`src/rtl/spi_slave_cmd_ctrl.sv`:
```
// Command/control FSM behind an SPI slave shift stage: decodes the command word,
// drives receive/transmit length reloads, and issues memory and config-register strobes.
`timescale 1ns/1ps

module spi_slave_cmd_ctrl (
   input  logic        sclk,
   input  logic        cs,
   input  logic        en_quad,
   input  logic [7:0]  dummy_cycles,
   input  logic [31:0] rx_data,
   input  logic        rx_data_valid,
   output logic [7:0]  rx_counter,
   output logic        rx_counter_upd,
   output logic [7:0]  tx_counter,
   output logic        tx_counter_upd,
   output logic        tx_en,
   output logic [31:0] wr_addr,
   output logic [31:0] wr_data,
   output logic        wr_valid,
   output logic [31:0] rd_addr,
   output logic        rd_req,
   output logic [1:0]  reg_addr,
   output logic [7:0]  reg_data,
   output logic        reg_wr
);

   typedef enum logic [2:0] {
      ST_CMD,
      ST_ADDR,
      ST_WDATA,
      ST_REGWR,
      ST_DUMMY,
      ST_RDATA,
      ST_IGNORE
   } state_e;

   localparam logic [7:0] CMD_WRITE = 8'h02;
   localparam logic [7:0] CMD_READ  = 8'h0B;
   localparam logic [7:0] CMD_REG0  = 8'h01;
   localparam logic [7:0] CMD_REG1  = 8'h11;
   localparam logic [7:0] CMD_REG2  = 8'h21;

   state_e      state_q, state_d;
   logic        is_read_q, is_read_d;
   logic [31:0] addr_q, addr_d;
   logic [31:0] wr_addr_q, wr_addr_d;
   logic [31:0] wr_data_q, wr_data_d;
   logic        wr_valid_q, wr_valid_d;
   logic [31:0] rd_addr_q, rd_addr_d;
   logic        rd_req_q, rd_req_d;
   logic [1:0]  reg_addr_q, reg_addr_d;
   logic [7:0]  reg_data_q, reg_data_d;
   logic        reg_wr_q, reg_wr_d;

   logic [7:0]  cmd;
   logic [7:0]  word_len;
   logic [7:0]  byte_len;

   assign cmd      = rx_data[7:0];
   assign word_len = en_quad ? 8'd7 : 8'd31;
   assign byte_len = en_quad ? 8'd1 : 8'd7;

   // ---------------------------------------------------------------- state register
   // NOTE: sequential state uses non-blocking assignments so every flop samples
   // pre-edge values regardless of process evaluation order.
   always_ff @(posedge sclk or posedge cs) begin
      if (cs) begin
         state_q <= ST_CMD;
      end else begin
         state_q <= state_d;
      end
   end

   // ---------------------------------------------------------------- next state
   // NOTE: every comb output gets a default first so no path can infer a latch.
   always_comb begin
      state_d = state_q;
      if (rx_data_valid) begin
         unique case (state_q)
            ST_CMD: begin
               unique case (cmd)
                  CMD_WRITE, CMD_READ:          state_d = ST_ADDR;
                  CMD_REG0, CMD_REG1, CMD_REG2: state_d = ST_REGWR;
                  default:                      state_d = ST_IGNORE;
               endcase
            end
            ST_ADDR: begin
               if (!is_read_q) begin
                  state_d = ST_WDATA;
               end else if (dummy_cycles != 8'd0) begin
                  state_d = ST_DUMMY;
               end else begin
                  state_d = ST_RDATA;
               end
            end
            ST_REGWR:  state_d = ST_IGNORE;
            ST_DUMMY:  state_d = ST_RDATA;
            ST_WDATA:  state_d = ST_WDATA;
            ST_RDATA:  state_d = ST_RDATA;
            ST_IGNORE: state_d = ST_IGNORE;
            default:   state_d = ST_IGNORE;
         endcase
      end
   end

   // ---------------------------------------------------------------- outputs
   // Counter reloads are combinational so the shift stage loads them on the same
   // edge that completes the current word.
   always_comb begin
      rx_counter     = 8'd0;
      rx_counter_upd = 1'b0;
      tx_counter     = 8'd0;
      tx_counter_upd = 1'b0;
      is_read_d      = is_read_q;
      addr_d         = addr_q;
      wr_addr_d      = wr_addr_q;
      wr_data_d      = wr_data_q;
      wr_valid_d     = 1'b0;
      rd_addr_d      = rd_addr_q;
      rd_req_d       = 1'b0;
      reg_addr_d     = reg_addr_q;
      reg_data_d     = reg_data_q;
      reg_wr_d       = 1'b0;

      if (rx_data_valid) begin
         unique case (state_q)
            ST_CMD: begin
               unique case (cmd)
                  CMD_WRITE, CMD_READ: begin
                     is_read_d      = (cmd == CMD_READ);
                     rx_counter     = word_len;
                     rx_counter_upd = 1'b1;
                  end
                  CMD_REG0, CMD_REG1, CMD_REG2: begin
                     reg_addr_d     = cmd[5:4];
                     rx_counter     = byte_len;
                     rx_counter_upd = 1'b1;
                  end
                  default: ;
               endcase
            end
            ST_ADDR: begin
               if (!is_read_q) begin
                  addr_d         = rx_data;
                  rx_counter     = word_len;
                  rx_counter_upd = 1'b1;
               end else begin
                  // First read goes out at the received address; the register
                  // already points at the following word.
                  rd_req_d  = 1'b1;
                  rd_addr_d = rx_data;
                  addr_d    = rx_data + 32'd4;
                  if (dummy_cycles != 8'd0) begin
                     rx_counter     = dummy_cycles - 8'd1;
                     rx_counter_upd = 1'b1;
                  end else begin
                     tx_counter     = word_len;
                     tx_counter_upd = 1'b1;
                  end
               end
            end
            ST_WDATA: begin
               wr_valid_d = 1'b1;
               wr_data_d  = rx_data;
               wr_addr_d  = addr_q;
               addr_d     = addr_q + 32'd4;
            end
            ST_REGWR: begin
               reg_wr_d   = 1'b1;
               reg_data_d = rx_data[7:0];
            end
            ST_DUMMY: begin
               tx_counter     = word_len;
               tx_counter_upd = 1'b1;
               rx_counter     = word_len;
               rx_counter_upd = 1'b1;
            end
            ST_RDATA: begin
               rd_req_d  = 1'b1;
               rd_addr_d = addr_q;
               addr_d    = addr_q + 32'd4;
            end
            default: ;
         endcase
      end
   end

   // ---------------------------------------------------------------- datapath registers
   // NOTE: every register here is reset by cs; there is no storage array, so a
   // full reset is cheap and keeps a truncated frame from leaking stale values.
   always_ff @(posedge sclk or posedge cs) begin
      if (cs) begin
         is_read_q  <= 1'b0;
         addr_q     <= 32'd0;
         wr_addr_q  <= 32'd0;
         wr_data_q  <= 32'd0;
         wr_valid_q <= 1'b0;
         rd_addr_q  <= 32'd0;
         rd_req_q   <= 1'b0;
         reg_addr_q <= 2'd0;
         reg_data_q <= 8'd0;
         reg_wr_q   <= 1'b0;
      end else begin
         is_read_q  <= is_read_d;
         addr_q     <= addr_d;
         wr_addr_q  <= wr_addr_d;
         wr_data_q  <= wr_data_d;
         wr_valid_q <= wr_valid_d;
         rd_addr_q  <= rd_addr_d;
         rd_req_q   <= rd_req_d;
         reg_addr_q <= reg_addr_d;
         reg_data_q <= reg_data_d;
         reg_wr_q   <= reg_wr_d;
      end
   end

   assign tx_en    = (state_q == ST_RDATA);
   assign wr_addr  = wr_addr_q;
   assign wr_data  = wr_data_q;
   assign wr_valid = wr_valid_q;
   assign rd_addr  = rd_addr_q;
   assign rd_req   = rd_req_q;
   assign reg_addr = reg_addr_q;
   assign reg_data = reg_data_q;
   assign reg_wr   = reg_wr_q;

endmodule

```
`config.mk`:
```
export PLATFORM = sky130hd
export DESIGN_NAME = spi_slave_cmd_ctrl
export DESIGN_NICKNAME = d
export VERILOG_FILES = /design/src/rtl/spi_slave_cmd_ctrl.sv
export SDC_FILE = /design/constraint.sdc
export NUM_CORES = 1
export LEC_CHECK = 0
export BUFFER_PORTS_ARGS = -buffer_cell sky130_fd_sc_hd__buf_2
export CORE_MARGIN = 1.5
export CORE_UTILIZATION = 33
export CTS_BUF_LIST = sky130_fd_sc_hd__clkbuf_8
export CTS_CLUSTER_SIZE = 14
export DETAILED_ROUTE_END_ITERATION = 12
export PLACE_DENSITY = 0.59
export SLEW_MARGIN = 25
export SYNTH_ARGS = -nofsm -noshare
export SYNTH_HDL_FRONTEND = slang
export SYNTH_SLANG_ARGS = --single-unit
export TNS_END_PERCENT = 30
```
`constraint.sdc`:
```
create_clock -name sclk -period 8.1 [get_ports sclk]
set_input_delay 1.62 -clock sclk [delete_from_list [all_inputs] [get_ports sclk]]
set_output_delay 1.62 -clock sclk [all_outputs]
set_load 0.02 [all_outputs]
```
==> impl_metrics.json, run 1 <==
{
  "grt_max_degree": 75,
  "rsz0062_at_grt": "false",
  "whs_path_depth": 2,
  "rows": 55,
  "start_kind": "input port",
  "routedWlPerCell_um": 17.8,
  "dieArea_mm2": 0.0241,
  "r2r_cells": 8,
  "worst_pin_slew_ns": 0.979,
  "netlist_area_mm2": 0.00764,
  "whs_ns": 0.470,
  "hold_class": "reg -> reg",
  "yosysMostFrequentCell": "nand2_1",
  "critPathCaptureType": "output pin",
  "h-tree-depth": 4,
  "timing.max_cap.violations": 0,
  "antenna_cells": 0,
  "sw_frac_of_total_pct": 41.7,
  "drt_wl_total_um": 23900,
  "path_class": "in -> out",
  "clock_latency_ns": 0.46,
  "synthArstFlopShare_pct": 100,
  "core_mm2": 0.0227,
  "finalHoldViolations": 0,
  "clk_pin_slew_worst_paths_ns": 0.08,
  "grt_pass1_wl_um": 38200,
  "period_share_pct": 65.9,
  "cts_hold_buf": 0,
  "antenna_found_initial": 0,
  "dp.final_hpwl_um": 16500,
  "gp_congestion": 0.844,
  "status": "completed",
  "portBuffers": 168,
  "cts.path.max_buffers": 2,
  "gr-total-overflow": 0,
  "crit_required_ns": 6.48,
  "synth_area_leaders": "dfrtp_1 47%, nand2_1 15%, nor2_1 3.3%",
  "postCtsSetupRepairBufs": 0,
  "netlist_instances": 912,
  "vias_per_cell": 5.23,
  "drtAntennaViolNets": 0,
  "synth.top_cell.area_share_pct": 47.5,
  "syn_to_final_growth_pct": 18.1,
  "cts-root-buf": "clkbuf_8",
  "yosysSeqAreaShare_pct": 47.5,
  "synth_edf_count": 0,
  "power_density_mw_per_mm2": 294,
  "p_seq_share_pct": 43.6,
  "setup_viol": 0,
  "period_minus_slack_ns": 5.34,
  "slew_headroom_pct": 34.7,
  "crit_arrival_ns": 3.72,
  "nNetsFinal": 1093,
  "drt_iter0_drc": 536,
  "setup_tns_ns": 0,
  "fmax_ghz": 0.187,
  "min_to": "wr_data[31]",
  "cts_tree": "built",
  "vias": 7010,
  "nFillCells": 2369,
  "drive_gt1_share_pct": 22.1,
  "cts.sinks": 145,
  "ff2ff_setup_slack_ns": 4.23,
  "yosysWarnings": 0,
  "io_pins": 172,
  "die_y_um": 155,
  "leakage_nw": 4.51,
  "p_int_w": 0.00155,
  "drcViolationCount": 0,
  "worstHoldStart": "wr_data[31]",
  "synth_common_cells": "308 x nand2_1, 145 x dfrtp_1, 68 x nor2_1",
  "power_frac_clock_pct": 23.1,
  "p_comb_share_pct": 33.4,
  "grt_pass1_vias": 6566,
  "cts_inserted_buffers": 17,
  "rr_startpoint": "state_q[0]",
  "p_switching_w": 0.00111,
  "skew_ns": 0.0118,
  "cp_max_fo": 27,
  "r2r-end": "addr_q[22]",
  "synth_largest_area_cell": "dfrtp_1",
  "synth_area_per_cell_um2": 8.38,
  "die_w_um": 155,
  "grt.total_usage_pct": 20.4,
  "drt_pass1_iterations": 5,
  "ir_worst_vdd_uv": 90.3,
  "synth-seq-cells": 145,
  "drv_slew": 0,
  "synth_flop_cell": "dfrtp_1",
  "ys_types": 71,
  "ctsResizeCount": 0,
  "start_util_pct": 33.7
}
sequential cells by signal, indices dropped and copies added, names as in the netlist:
| register | flops |
|---|---|
| addr_q | 32 |
| is_read_q | 1 |
| rd_addr | 32 |
| rd_req | 1 |
| reg_addr | 2 |
| reg_data | 8 |
| reg_wr | 1 |
| state_q | 3 |
| wr_addr | 32 |
| wr_data | 32 |
| wr_valid | 1 |
metal layers:
metal	vias to the layer above	part of all wire, %	track usage, %
li1	3353	-	-
met2	227	46	32.2
met1	3411	46	28.3
met4	0	1.1	5.40
met3	19	7.1	4.85
met5	-	0	0
logic make-up after synthesis:
group / count (synthesis) / synth area share (%)
adders and majority gates: 5 / 0.818
other: 1 / 0.0491
xor gates and xnor gates: 34 / 3.90
and+or+nand+nor: 494 / 29.4
muxes: 11 / 1.49
buffers and inverters: 80 / 4.80
AOI/OAI and AO/OA: 142 / 12.0
DFF: 145 / 47.5
worst max-delay path, cell delays in order:
cell and delay, ns:
buf_2 0.22, nand2_2 0.09, inv_2 0.07, a21oi_2 0.03, buf_4 0.25, nor2_2 0.75
o311ai_1 0.32, nor2_1 0.17, buf_2 0.18
layout by cell type, fill, tap and decap left out, drive strengths merged, types with 4 or more instances in the layout:
cell / instances
nand2: 309
buf: 177
dfrtp: 145
nor2: 69
a21oi: 33
a31oi: 31
o21ai: 28
nand3: 26
nand4: 21
xor2: 19
clkbuf: 18
inv: 16
xnor2: 15
and3: 15
o211ai: 12
and4: 8
mux2i: 8
nor3: 8
nor4: 7
clkinv: 7
nand2b: 6
and2: 5
ha: 5
or2: 4
a221o: 4
nor2b: 4
a21o: 4
how the worst max path moves through the flow:
stage	start	endpoint	slack, ns
floorplan	cs	addr_q[0]	2.59
global placement	rx_data_valid	rx_counter[7]	2.87
detailed placement	rx_data_valid	rx_counter[6]	2.84
CTS	rx_data_valid	rx_counter[6]	2.80
global route	rx_data_valid	rx_counter[6]	2.61
finish	rx_data_valid	rx_counter[6]	2.76
final cells by class:
class | instances | area, µm² | area share, %
clock buffers | 18 | 248 | 2.74
multi-input cells | 689 | 3660 | 40.6
well taps | 285 | 357 | 3.95
clock inverters | 13 | 161 | 1.79
repair buffers | 177 | 912 | 10.1
inverters | 14 | 57.6 | 0.637
flip-flops and latches | 145 | 3630 | 40.2
power groups by stage:
stage	registers (W)	clock network, W	logic [W]
floorplan	0.00123	0	0.000493
global placement	0.00116	0	0.000875
detailed placement	0.00117	0	0.000888
CTS	0.00115	0.000630	0.000892
global route	0.00119	0.000661	0.000978
finish	0.00116	0.000612	0.000886
through the flow:
| step | setup slack [ns] | area (µm²) | instances | power [W] | util, % |
|---|---|---|---|---|---|
| 2_1_floorplan | 2.59 | 7650 | 914 | 0.00172 | - |
| 3_3_place_gp | 2.87 | 8620 | 1310 | 0.00204 | 37.9 |
| 3_5_place_dp | 2.84 | 8620 | 1310 | 0.00206 | 37.9 |
| 4_1_cts | 2.80 | 9020 | 1341 | 0.00268 | 39.7 |
| 5_1_grt | 2.61 | 9030 | 1341 | 0.00283 | 39.8 |
| 6_report | 2.76 | 9030 | 1341 | 0.00265 | 39.8 |
(Power assumes the default switching activity.)
==> inputs of run 2 (changes only) <==
==> constraint.sdc (replaced) <==
create_clock -name sclk -period 5.5 [get_ports sclk]
set_input_delay 1.1 -clock sclk [delete_from_list [all_inputs] [get_ports sclk]]
set_output_delay 1.1 -clock sclk [all_outputs]
set_load 0.02 [all_outputs]
==> run 2 against run 1 <==
  * Highest routed layer unchanged
  * Combinational power rose by 48%
  * Largest power group unchanged
  * Routed wire length increased by 1.3%
  * Final cell count about the same
  * Critical endpoint unchanged
  * Worst hold slack improved by 0.0042 ns
==> impl_metrics.json, run 2 (synthesis gave the netlist of run 1 again) <==
{
  "period_minus_slack_ns": 4.09,
  "worst_pin_slew_ns": 0.883,
  "drcViolationCount": 0,
  "gr-total-overflow": 0,
  "hold_class": "reg -> reg",
  "status": "completed",
  "crit_required_ns": 4.40,
  "drive_gt1_share_pct": 22.0,
  "cp_slowest_cell": "nor2_2",
  "rows": 55,
  "final_cell_mix": "308 x nand2_1, 168 x buf_2, 145 x dfrtp_1",
  "cp_max_fo": 15,
  "antenna_cells": 0,
  "place_area_mm2": 0.00862,
  "crit_arrival_ns": 2.99,
  "dpl.cell_count": 1310,
  "clock_latency_ns": 0.46,
  "die_w_um": 155,
  "grt_pass1_wl_um": 38600,
  "grt_pass1_vias": 6712,
  "cts_tree": "built",
  "core_mm2": 0.0227,
  "path_class": "reg -> out",
  "fmax_ghz": 0.244,
  "period_share_pct": 74.4,
  "die_y_um": 155,
  "drv_slew": 0,
  "start_kind": "register",
  "whs_ns": 0.474,
  "vias": 7045,
  "cts_inserted_buffers": 17,
  "rsz0062_at_grt": "false",
  "nNetsFinal": 1093,
  "power_density_mw_per_mm2": 435,
  "portBuffers": 168,
  "instances_no_fill": 1342,
  "grt_max_degree": 102,
  "skew_ns": 0.0133,
  "leakage_nw": 4.51,
  "layout_commonest_cell": "nand2_1",
  "ctsResizeCount": 0,
  "gp_congestion": 0.856,
  "setup_tns_ns": 0,
  "crit_chain": "nor3b_4 > nand2_2 > inv_2 > a21oi_2 > nor2_2 > o311ai_1 > nor2_1 > buf_2",
  "final_area_mm2": 0.00904,
  "drtAntennaViolNets": 0,
  "drt_pass1_iterations": 5,
  "setup_viol": 0,
  "cts.path.max_buffers": 2,
  "postCtsSetupRepairBufs": 0,
  "io_pins": 172,
  "timing.max_cap.violations": 0,
  "slew_headroom_pct": 41.1,
  "critPathCaptureType": "output pin",
  "routedWlPerCell_um": 18.0,
  "grt.total_usage_pct": 20.6,
  "antenna_found_initial": 0,
  "critical-path-max-stage-delay_ns": 0.70,
  "drt_iter0_drc": 425,
  "dieArea_mm2": 0.0241,
  "dp.final_hpwl_um": 16600,
  "finalHoldViolations": 0,
  "clk_pin_slew_worst_paths_ns": 0.09,
  "vias_per_cell": 5.25,
  "drt_wl_total_um": 24200,
  "cts.sinks": 145,
  "start_util_pct": 33.7,
  "syn_to_final_growth_pct": 18.2,
  "h-tree-depth": 4,
  "ir_worst_vdd_uv": 167,
  "cts_hold_buf": 0,
  "cts-root-buf": "clkbuf_8"
}
==> run 2: per-stage QoR <==
stage | util (%) | setup WS, ns | power, W
2_1_floorplan | - | 0.505 | 0.00254
3_3_place_gp | 37.9 | 1.55 | 0.00300
3_5_place_dp | 37.9 | 1.53 | 0.00303
4_1_cts | 39.8 | 1.41 | 0.00395
5_1_grt | 39.8 | 1.14 | 0.00418
6_report | 39.8 | 1.41 | 0.00393
==> run 2: metal layers <==
metal	track usage (%)	wire length [µm]	vias to the layer above	part of all wire, %
met1	28.0	11000	3438	46
li1	-	-	3349	-
met4	5.40	343	0	1.4
met2	32.8	11200	236	46
met5	0	0	-	0
met3	5.04	1690	22	7.0
==> run 2: area by class of cell <==
cell class | count | area [µm²]
clock buffers | 17 | 234
clock inverters | 15 | 185
fillers | 2432 | 13700
inverters | 14 | 60.1
multi-input cells | 689 | 3660
flip-flops and latches | 145 | 3630
well taps | 285 | 357
repair buffers | 177 | 908
==> run 2: critical path: cells and delay by family (launching register included) <==
kind / cells / cell delay (ns)
flip-flops: 1 / 0.55
AO/OA/AOI/OAI: 2 / 0.35
AND/OR/NAND/NOR: 4 / 1.38
buffers and inverters: 2 / 0.25
==> run 2: path summary, 6_finish.rpt <==
path | startpoint | end | slack (ns) | cells past startpoint
worst max-delay path | state_q[0] | rx_counter[6] | 1.41 | 8
worst min register to register | wr_addr[3] | wr_addr[3] | 0.47 | 2
max in group asynchronous | cs | rd_addr[16] | 3.68 | 3
worst max register to register | state_q[0] | addr_q[16] | 2.18 | 8
worst min-delay path | wr_addr[3] | wr_addr[3] | 0.47 | 2
min in group asynchronous | cs | wr_data[20] | 0.77 | 2
==> run 2: power breakdown <==
group          switching [W]  internal, W
combinational       0.000850     0.000461
sequential          0.000343      0.00136
clock               0.000460     0.000455
